### src/rtl/uart_boot_loader_pkg.sv
// Shared types and constants for the UART boot loader.
// The optional checksum trailer is enabled by UART_BOOT_LOADER_CKSUM_EN.
package uart_boot_loader_pkg;

   // Loader sequencing states
   typedef enum logic [2:0] {
      S_SYNC  = 3'd0,
      S_INST  = 3'd1,
      S_DATA  = 3'd2,
      S_CKSUM = 3'd3,
      S_DONE  = 3'd4
   } state_t;

   // Serial receiver states
   typedef enum logic [1:0] {
      RX_IDLE  = 2'd0,
      RX_START = 2'd1,
      RX_DATA  = 2'd2,
      RX_STOP  = 2'd3
   } rx_state_t;

   // Header byte that opens a load unless overridden
   localparam logic [7:0] DEFAULT_SYNC_BYTE = 8'hA5;

   // 8N1 framing
   localparam int UART_DATA_BITS = 8;
   localparam int UART_STOP_BITS = 1;

   // Address/counter width with a floor of one bit
   function automatic int clog2_min1(input int n);
      return (n > 1) ? $clog2(n) : 1;
   endfunction

endpackage

### src/rtl/uart_rx_byte.sv
// 8N1 UART byte receiver: 2-flop synchroniser plus history flop, baud counter
// and LSB-first shifter. Emits a one-cycle byte_vld or frame_err per frame.
module uart_rx_byte
   import uart_boot_loader_pkg::*;
#(
   parameter int CLK_FREQ = 50000000,
   parameter int UART_BPS = 115200
) (
   input  logic       i_clk,
   input  logic       i_rst,
   input  logic       i_rx,
   output logic [7:0] o_byte,
   output logic       o_byte_vld,
   output logic       o_frame_err
);

   localparam int BAUD_DIV = CLK_FREQ / UART_BPS;
   localparam int CNT_W    = clog2_min1(BAUD_DIV);
   localparam logic [CNT_W-1:0] HALF_CNT = CNT_W'(BAUD_DIV / 2 - 1);
   localparam logic [CNT_W-1:0] FULL_CNT = CNT_W'(BAUD_DIV - 1);
   localparam logic [2:0]       LAST_BIT = 3'(UART_DATA_BITS - 1);

   logic             r_rx_s1;
   logic             r_rx_s2;
   logic             r_rx_d;
   rx_state_t        r_state;
   logic [CNT_W-1:0] r_cnt;
   logic [2:0]       r_bit_idx;
   logic [7:0]       r_shift;
   logic             r_byte_vld;
   logic             r_frame_err;

   rx_state_t        w_state_nxt;
   logic [CNT_W-1:0] w_cnt_nxt;
   logic [2:0]       w_bit_idx_nxt;
   logic [7:0]       w_shift_nxt;
   logic             w_byte_vld_nxt;
   logic             w_frame_err_nxt;

   // Synchronise rx into the clock domain and keep one sample of history
   always_ff @(posedge i_clk) begin
      if (i_rst) begin
         r_rx_s1 <= 1'b1;
         r_rx_s2 <= 1'b1;
         r_rx_d  <= 1'b1;
      end else begin
         r_rx_s1 <= i_rx;
         r_rx_s2 <= r_rx_s1;
         r_rx_d  <= r_rx_s2;
      end
   end

   // Receiver state and datapath registers
   always_ff @(posedge i_clk) begin
      if (i_rst) begin
         r_state     <= RX_IDLE;
         r_cnt       <= '0;
         r_bit_idx   <= '0;
         r_shift     <= '0;
         r_byte_vld  <= 1'b0;
         r_frame_err <= 1'b0;
      end else begin
         r_state     <= w_state_nxt;
         r_cnt       <= w_cnt_nxt;
         r_bit_idx   <= w_bit_idx_nxt;
         r_shift     <= w_shift_nxt;
         r_byte_vld  <= w_byte_vld_nxt;
         r_frame_err <= w_frame_err_nxt;
      end
   end

   // Frame sequencing: start re-check at mid-bit, then one sample per bit period
   always_comb begin
      w_state_nxt     = r_state;
      w_cnt_nxt       = r_cnt + 1'b1;
      w_bit_idx_nxt   = r_bit_idx;
      w_shift_nxt     = r_shift;
      w_byte_vld_nxt  = 1'b0;
      w_frame_err_nxt = 1'b0;
      case (r_state)
         RX_IDLE: begin
            w_cnt_nxt = '0;
            if (r_rx_d && !r_rx_s2) begin
               w_state_nxt = RX_START;
            end
         end
         RX_START: begin
            if (r_cnt == HALF_CNT) begin
               w_cnt_nxt     = '0;
               w_bit_idx_nxt = '0;
               // A line that is high again at mid-start was only a glitch
               w_state_nxt   = r_rx_s2 ? RX_IDLE : RX_DATA;
            end
         end
         RX_DATA: begin
            if (r_cnt == FULL_CNT) begin
               w_cnt_nxt   = '0;
               w_shift_nxt = {r_rx_s2, r_shift[7:1]};
               if (r_bit_idx == LAST_BIT) begin
                  w_state_nxt = RX_STOP;
               end else begin
                  w_bit_idx_nxt = r_bit_idx + 1'b1;
               end
            end
         end
         RX_STOP: begin
            if (r_cnt == FULL_CNT) begin
               w_cnt_nxt       = '0;
               w_state_nxt     = RX_IDLE;
               w_byte_vld_nxt  = r_rx_s2;
               w_frame_err_nxt = !r_rx_s2;
            end
         end
         default: begin
            w_state_nxt = RX_IDLE;
            w_cnt_nxt   = '0;
         end
      endcase
   end

   assign o_byte      = r_shift;
   assign o_byte_vld  = r_byte_vld;
   assign o_frame_err = r_frame_err;

endmodule

### src/rtl/uart_boot_loader.sv
// Serial boot loader: waits for a sync byte, assembles big-endian words and
// writes INST_DEPTH instruction words then DATA_DEPTH data words, then raises
// start. Define UART_BOOT_LOADER_CKSUM_EN to require a trailing 8-bit sum byte.
// Handshake: inst_we/data_we are single-cycle strobes with no back-pressure;
// wdata and the matching address are valid only in the strobe cycle.
module uart_boot_loader
   import uart_boot_loader_pkg::*;
#(
   parameter int         CLK_FREQ   = 50000000,
   parameter int         UART_BPS   = 115200,
   parameter int         WORD_BYTES = 4,
   parameter int         INST_DEPTH = 64,
   parameter int         DATA_DEPTH = 32,
   parameter logic [7:0] SYNC_BYTE  = DEFAULT_SYNC_BYTE,
   localparam int        WORD_W     = 8 * WORD_BYTES,
   localparam int        IADDR_W    = clog2_min1(INST_DEPTH),
   localparam int        DADDR_W    = clog2_min1(DATA_DEPTH)
) (
   input  logic               sys_clk,
   input  logic               sys_rst,
   input  logic               rx,
   output logic               inst_we,
   output logic [IADDR_W-1:0] inst_addr,
   output logic               data_we,
   output logic [DADDR_W-1:0] data_addr,
   output logic [WORD_W-1:0]  wdata,
   output logic               busy,
   output logic               err,
   output logic               start,
   output state_t             dbg_state
);

   localparam int                 BCNT_W     = clog2_min1(WORD_BYTES);
   localparam logic [BCNT_W-1:0]  LAST_BYTE  = BCNT_W'(WORD_BYTES - 1);
   localparam logic [IADDR_W-1:0] LAST_IADDR = IADDR_W'(INST_DEPTH - 1);
   localparam logic [DADDR_W-1:0] LAST_DADDR = DADDR_W'(DATA_DEPTH - 1);

   logic [7:0]         w_byte;
   logic               w_byte_vld;
   logic               w_frame_err;
   logic [WORD_W-1:0]  w_shift_nxt;
   logic               w_sync_hit;
   state_t             w_state_nxt;

   state_t             r_state;
   logic [WORD_W-1:0]  r_shift;
   logic [BCNT_W-1:0]  r_byte_cnt;
   logic [IADDR_W-1:0] r_iaddr;
   logic [DADDR_W-1:0] r_daddr;
   logic               r_inst_we;
   logic               r_data_we;
   logic [WORD_W-1:0]  r_wdata;
   logic               r_err;
`ifdef UART_BOOT_LOADER_CKSUM_EN
   logic [7:0]         r_sum;
   logic               w_cksum_ok;
`endif

   uart_rx_byte #(
      .CLK_FREQ (CLK_FREQ),
      .UART_BPS (UART_BPS)
   ) u_rx (
      .i_clk       (sys_clk),
      .i_rst       (sys_rst),
      .i_rx        (rx),
      .o_byte      (w_byte),
      .o_byte_vld  (w_byte_vld),
      .o_frame_err (w_frame_err)
   );

   assign w_shift_nxt = (r_shift << 8) | WORD_W'(w_byte);
   assign w_sync_hit  = w_byte_vld && (w_byte == SYNC_BYTE);
`ifdef UART_BOOT_LOADER_CKSUM_EN
   assign w_cksum_ok  = (w_byte == r_sum);
`endif

   // Loader state register
   always_ff @(posedge sys_clk) begin
      if (sys_rst) begin
         r_state <= S_SYNC;
      end else begin
         r_state <= w_state_nxt;
      end
   end

   // Next-state: phase changes happen in the strobe cycle of the last word
   always_comb begin
      w_state_nxt = r_state;
      case (r_state)
         S_SYNC: begin
            if (w_sync_hit) begin
               w_state_nxt = S_INST;
            end
         end
         S_INST: begin
            if (w_frame_err) begin
               w_state_nxt = S_SYNC;
            end else if (r_inst_we && (r_iaddr == LAST_IADDR)) begin
               w_state_nxt = S_DATA;
            end
         end
         S_DATA: begin
            if (w_frame_err) begin
               w_state_nxt = S_SYNC;
            end else if (r_data_we && (r_daddr == LAST_DADDR)) begin
`ifdef UART_BOOT_LOADER_CKSUM_EN
               w_state_nxt = S_CKSUM;
`else
               w_state_nxt = S_DONE;
`endif
            end
         end
         S_CKSUM: begin
`ifdef UART_BOOT_LOADER_CKSUM_EN
            if (w_frame_err) begin
               w_state_nxt = S_SYNC;
            end else if (w_byte_vld) begin
               w_state_nxt = w_cksum_ok ? S_DONE : S_SYNC;
            end
`else
            w_state_nxt = S_SYNC;
`endif
         end
         S_DONE: begin
            w_state_nxt = S_DONE;
         end
         default: begin
            w_state_nxt = S_SYNC;
         end
      endcase
   end

   // Word assembly, write strobes, address counters and sticky error
   always_ff @(posedge sys_clk) begin
      if (sys_rst) begin
         r_shift    <= '0;
         r_byte_cnt <= '0;
         r_iaddr    <= '0;
         r_daddr    <= '0;
         r_inst_we  <= 1'b0;
         r_data_we  <= 1'b0;
         r_wdata    <= '0;
         r_err      <= 1'b0;
`ifdef UART_BOOT_LOADER_CKSUM_EN
         r_sum      <= '0;
`endif
      end else begin
         r_inst_we <= 1'b0;
         r_data_we <= 1'b0;
         r_wdata   <= '0;
         // Word counters advance once their strobe has been presented
         if (r_inst_we) begin
            r_iaddr <= r_iaddr + 1'b1;
         end
         if (r_data_we) begin
            r_daddr <= r_daddr + 1'b1;
         end
         case (r_state)
            S_SYNC: begin
               if (w_sync_hit) begin
                  r_shift    <= '0;
                  r_byte_cnt <= '0;
                  r_iaddr    <= '0;
                  r_daddr    <= '0;
`ifdef UART_BOOT_LOADER_CKSUM_EN
                  r_sum      <= '0;
`endif
               end
            end
            S_INST, S_DATA: begin
               if (w_frame_err) begin
                  // Drop the partial word; memory already written stays as is
                  r_err      <= 1'b1;
                  r_shift    <= '0;
                  r_byte_cnt <= '0;
                  r_iaddr    <= '0;
                  r_daddr    <= '0;
               end else if (w_byte_vld) begin
                  r_shift <= w_shift_nxt;
`ifdef UART_BOOT_LOADER_CKSUM_EN
                  r_sum   <= r_sum + w_byte;
`endif
                  if (r_byte_cnt == LAST_BYTE) begin
                     r_byte_cnt <= '0;
                     r_wdata    <= w_shift_nxt;
                     r_inst_we  <= (r_state == S_INST);
                     r_data_we  <= (r_state == S_DATA);
                  end else begin
                     r_byte_cnt <= r_byte_cnt + 1'b1;
                  end
               end
            end
            S_CKSUM: begin
`ifdef UART_BOOT_LOADER_CKSUM_EN
               if (w_frame_err || (w_byte_vld && !w_cksum_ok)) begin
                  r_err <= 1'b1;
               end
`endif
            end
            default: begin
               r_shift <= r_shift;
            end
         endcase
      end
   end

   assign inst_we   = r_inst_we;
   assign data_we   = r_data_we;
   assign inst_addr = r_iaddr;
   assign data_addr = r_daddr;
   assign wdata     = r_wdata;
   assign err       = r_err;
   assign busy      = (r_state == S_INST) || (r_state == S_DATA) || (r_state == S_CKSUM);
   assign start     = (r_state == S_DONE);
   assign dbg_state = r_state;

endmodule

### config.mk
export PLATFORM = sky130hd
export DESIGN_NAME = uart_boot_loader
export DESIGN_NICKNAME = d
export VERILOG_FILES = /design/src/rtl/uart_boot_loader_pkg.sv /design/src/rtl/uart_rx_byte.sv /design/src/rtl/uart_boot_loader.sv
export SDC_FILE = /design/constraint.sdc
export NUM_CORES = 1
export LEC_CHECK = 0
export ABC_AREA = 1
export BUFFER_PORTS_ARGS = -buffer_cell sky130_fd_sc_hd__buf_4
export CAP_MARGIN = 20
export CORE_ASPECT_RATIO = 1.5
export CORE_UTILIZATION = 41
export CTS_BUF_LIST = sky130_fd_sc_hd__clkbuf_8
export CTS_CLUSTER_DIAMETER = 50
export DETAILED_ROUTE_END_ITERATION = 7
export PLACE_DENSITY = 0.57
export SLEW_MARGIN = 20
export SYNTH_ARGS = -nofsm -noshare
export SYNTH_HDL_FRONTEND = slang
export SYNTH_SLANG_ARGS = --single-unit
### constraint.sdc
create_clock -name sys_clk -period 2 [get_ports sys_clk]
set_clock_uncertainty 0.1 [all_clocks]
set_input_delay 0.4 -clock sys_clk [delete_from_list [all_inputs] [get_ports sys_clk]]
set_output_delay 0.4 -clock sys_clk [all_outputs]
set_load 0.005 [all_outputs]
# Yosys cells after proc, flatten, opt, wreduce, memory -nomap -nowiden
# Index checks and enable logic that the tools add are counted.
# W data, S select, Z words.
# totals
latch_bits	0
mem_bits_rw	0
romBits	0
in_bits	3
regBits	102
n_memories	0
word_cells	111
# op_classes
bitwise	6
mul	0
reduce_logical	21
div_mod_pow	0
n_shift	0
n_lt_le_gt_ge	0
add_sub_neg	5
mux	37
n_eq_ne	24
# op_table
op	n
$mux W24	3
$pmux W24 S2	1
$or A32 B8 Y32	1
$pmux W9 S3	1
$mux W3	8
$mux W2	10
$mux W6	3
$mux W9	2
$mux W5	3
$pmux W3 S4	1
$pmux W6 S2	1
$ne A2 B1 Y1 const B	5
$pmux W5 S2	1
$add A9 B1 Y9 const B	1
$eq A9 B8 Y1 const B	1
$eq A9 B9 Y1 const B	1
$eq A8 B8 Y1 const B	1
$pmux W2 S4	1
$add A6 B1 Y6 const B	1
$eq A2 B2 Y1 const B	3
$eq A3 B2 Y1 const B	2
$eq A3 B3 Y1 const B	2
$eq A6 B6 Y1 const B	1
$ne A3 B2 Y1 const B	2
24 further kinds	37

# Depth between registers and ports, before layout
# depth
depth_word	5
depth_mapped	12

# Cells and area by module
# Synthesis repeated with hierarchy kept, for this count alone.
# unflattened
cells_unflattened	547
area_unflattened_um2	4171.5
# by_module_without_submodules
mod	seq_area_each_um2	cells_per_inst	n_inst	area_per_inst_um2
uart_boot_loader	1501.4	384	1	2924.1
uart_rx_byte	540.5	163	1	1247.4

# Worst setup path after synthesis
# Ideal clock, no wire load.
# synth_timing
kind	reg-to-reg
from	register r_daddr[0] (netlist: data_addr[0])
to	register r_state[0] (netlist: dbg_state[0])
setup_ps	109
t_arrival_ps	1283
synth_period_minus_slack_ps	1492
stages_incl_launch_ff	12
path_slack_ps	508
path_cell_list	dfxtp_1 -> ha_1 -> nand2_1 -> nor2_1 -> ha_1 -> nand2_1 -> nand2_1 -> nand2_1 -> nor2_1 -> nand2_1 -> nand2_1 -> inv_1
# synth_between
elab_chain_cells	4
# synth_lines
element	line	text
from (decl)	uart_boot_loader.sv:49	logic [DADDR_W-1:0] r_daddr;
from (signal assigned)	uart_boot_loader.sv:156	r_daddr <= r_daddr + 1'b1;
$eq A5 B5 Y1	uart_boot_loader.sv:105	end else if (r_data_we && (r_daddr == LAST_DADDR)) begin
$logic_and A1 B1 Y1	uart_boot_loader.sv:105	
$ne A3 B2 Y1 (no source line)	n/a	
$reduce_and A3 Y1 (no source line)	n/a	
to (signal assigned)	uart_boot_loader.sv:82	r_state <= w_state_nxt;
to (decl)	uart_boot_loader.sv:45	state_t r_state;
# Every way passes these cells.
# A chain may end at the register's enable or synchronous reset.

# Worst setup path in the final report
# layout_timing
from	register r_state[1] (netlist: dbg_state[1])
to	output port start
# layout_between
elab_chain_cells	1
# layout_lines
element	line	text
$eq A3 B3 Y1	uart_boot_loader.sv:214	assign start = (r_state == S_DONE);
to (decl)	uart_boot_loader.sv:29	output logic start,
# Every way passes these cells.

==> metrics.cfg <==
[run_status]
status = complete, no violations

[floorplan]
die_h_um = 123.1
initial_core_util_pct = 42.84
top_level_ports = 54
die_w_um = 82.75
rows = 43
dieArea_sq_um = 10190
core_sq_um = 9361

[sta]
setup_tns_ns = 0
slew_violations = 0
slew-limit-headroom_pct = 67.65
fin_crit_sh_pct = 89.79
finalHoldViolCount = 0
worstMarginPinSlew_ns = 0.4839
timing.fmax_ghz = 0.5569
setup_viol = 0
finalCriticalPeriod_ns = 1.796
rsz0062_at_grt = no

[finish]
nets = 598
antenna_cells = 0
fill_cells = 991
final_layout_size_suffix_gt1_share_pct = 14.72
area_growth_pct = 17.88

[clocking]
cts_buffers = 9
cts.sinks = 102
insertion_delay_ns = 0.36
cts_max_level = 3
cts.clk_slew.worst_paths_ns = 0.09
cts_tree = built
cts_hold_buf = 0
cts_root_buffer = clkbuf_8
max-clock-path-buffers = 2

[setup_path]
startpoint = dbg_state[1]$_SDFFE_PP0P_
r2r-end = r_shift[2]$_SDFFE_PP0P_
reg2regPathDepth = 7
r2r_slack_ns = 0.22
path_class = reg -> out
path_max_fanout = 6
crit_required_ns = 1.50
cp_common_cell = nor2_1
cp.arrival_ns = 1.30
crit_path_start_kind = flip-flop
r2r-start = dbg_state[1]$_SDFFE_PP0P_
end_kind = primary output
cpLargestDelayFamily = flip-flops
path_cells = nor2_1 -> inv_1 -> nor2_1 -> buf_4
slowest_stage = dfxtp_1
cp_num_buf_inv = 2
slowest_delay_ns = 0.38

[synth]
synthCells = 536
yosys_warnings = 0
syn_area_per_cell_sq_um = 7.482
synth_area_sq_um = 4010
synth-seq-area-share_pct = 50.92
ys_ff_latch = 102
ys_types = 28
synth_fp_nets = 548

[route]
wirelength_mm = 7.740
ant_nets = 0
wire_per_inst_um = 11.01
drt_iter0_markers = 141
dr.pass1.iters = 4
via_count = 3251
via_per_inst = 4.624
drc = 0

[power_and_ir_drop]
pwr-share-seq_pct = 44.8
switching_share_pct = 34.47
peakVddDrop_mv = 0.6689
pwr-share-comb_pct = 29.3
clkPwrFrac_pct = 25.9
total_power_mw = 5.436
internal_power_mw = 3.562
power.leakage_nw = 2.218
power.switching_mw = 1.874
power.density_nw_per_um2 = 1150

[placement]
io_buffers = 53
routabilityCongestion = 0.7910
hpwl_mm = 5.397

[min_path]
hp-start = rx
hold_end = u_rx.r_rx_s1$_SDFF_PP1_
hold_class = in -> reg
hold_path_depth = 2

[global_route]
antenna_found_initial = 0
grtUsageTotal_pct = 16.75
grt.overflow.total = 0
grt_pass1_wl_mm = 13.01
grt_max_degree = 39
grt_pass1_vias = 2969

[job]
drv_cap = 0

flip-flops by register name, summed over array words and instances (netlist names), 2 cells and up, named ones only:
| register | flops |
|---|---|
| u_rx.r_bit_idx | 3 |
| wdata | 32 |
| inst_addr | 6 |
| u_rx.o_byte | 8 |
| dbg_state | 3 |
| u_rx.r_cnt | 9 |
| data_addr | 5 |
| r_byte_cnt | 2 |
| r_shift | 24 |
layer usage:
metal	global-route usage [%]	vias up	wire (um)
li1	-	1732	-
met1	19.34	1462	3399
met2	29.46	55	4033
met3	3.321	2	253
met4	6.789	0	54
met5	0	-	0
synthesized netlist by cell type:
cell / number / share of area (%)
nand2_1: 110 / 10
nor2_1: 109 / 10
dfxtp_1: 102 / 51
inv_1: 79 / 7.4
a21oi_1: 43 / 5.4
nand3_1: 18 / 2.2
o21ai_0: 11 / 1.4
ha_1: 9 / 2.8
buf_2: 7 / 0.87
clkbuf_1: 6 / 0.56
nor3_1: 6 / 0.75
nand4_1: 5 / 0.78
xor2_1: 5 / 1.1
buf_6: 3 / 0.84
inv_2: 3 / 0.28
o211ai_1: 3 / 0.56
or2_2: 3 / 0.47
nand2_2: 2 / 0.31
nand3b_1: 2 / 0.37
o31ai_1: 2 / 0.37
buf_4: 1 / 0.19
clkbuf_2: 1 / 0.12
mux2_2: 1 / 0.28
nand3_4: 1 / 0.44
nor2_4: 1 / 0.28
o21ai_1: 1 / 0.12
o21bai_4: 1 / 0.47
xnor2_1: 1 / 0.22
per-stage QoR:
step	utilization, %	hold slack, ns	std cells	setup slack (ns)	cell area [sq um]
floorplan	-	0.2895	536	0.5084	4010
global placement	48.09	0.2924	687	0.2575	4502
detailed placement	48.09	0.2952	687	0.2441	4502
CTS	50.45	0.1005	703	0.1918	4723
global route	50.49	0.1057	703	0.02309	4727
finish	50.49	0.1259	703	0.2042	4727
power by group through the flow:
stage	clock network, mW	registers, mW	logic, mW
after floorplan	0	2.44	1.36
after global placement	0	2.48	1.58
final	1.41	2.44	1.59
after CTS	1.48	2.44	1.59
after detailed placement	0	2.49	1.58
after global routing	1.55	2.47	1.90
layout by cell type, fill, tap and decap left out, types with 5 or more instances in the layout:
cell type,Yosys,final
o21ai_0,11,11
nor3_1,6,6
nor2_1,109,108
dfxtp_1,102,102
buf_4,1,55
ha_1,9,9
nand4_1,5,5
inv_1,79,78
nand3_1,18,18
a21oi_1,43,43
clkbuf_8,0,9
nand2_1,110,110
xor2_1,5,5
final cells by class:
| cell class | count | area (sq um) | share of cell area, % |
|---|---|---|---|
| clock buffers | 9 | 123.9 | 2.620 |
| clock inverters | 7 | 97.59 | 2.065 |
| inverters | 82 | 311.5 | 6.591 |
| multi-input cells | 334 | 1559 | 32.98 |
| flip-flops and latches | 102 | 2042 | 43.20 |
| well taps | 112 | 140.1 | 2.965 |
| repair buffers | 57 | 452.9 | 9.582 |
cells by family after synthesis:
group / share of synthesized area (%)
flops: 50.92
mux: 0.2808
simple gates: 26.15
compound gates: 8.268
buf+inv: 10.26
fa+ha+maj: 2.808
xor+xnor: 1.310
how the worst max path moves through the flow:
| stage | endpoint | slack (ns) | cells past startpoint |
|---|---|---|---|
| floorplan | dbg_state[0]$_SDFFE_PP0P_ | 0.51 | 11 |
| global placement | r_shift[23]$_SDFFE_PP0P_ | 0.26 | 6 |
| detailed placement | r_shift[15]$_SDFFE_PP0P_ | 0.24 | 6 |
| CTS | start | 0.19 | 4 |
| global route | r_shift[8]$_SDFFE_PP0P_ | 0.02 | 7 |
| finish | start | 0.20 | 4 |
repair_timing:
action,CTS,global route
gates resized for setup,0,1
buffers inserted,0,0
endpoints found under the setup margin,0,1
(Power assumes the default switching activity.)
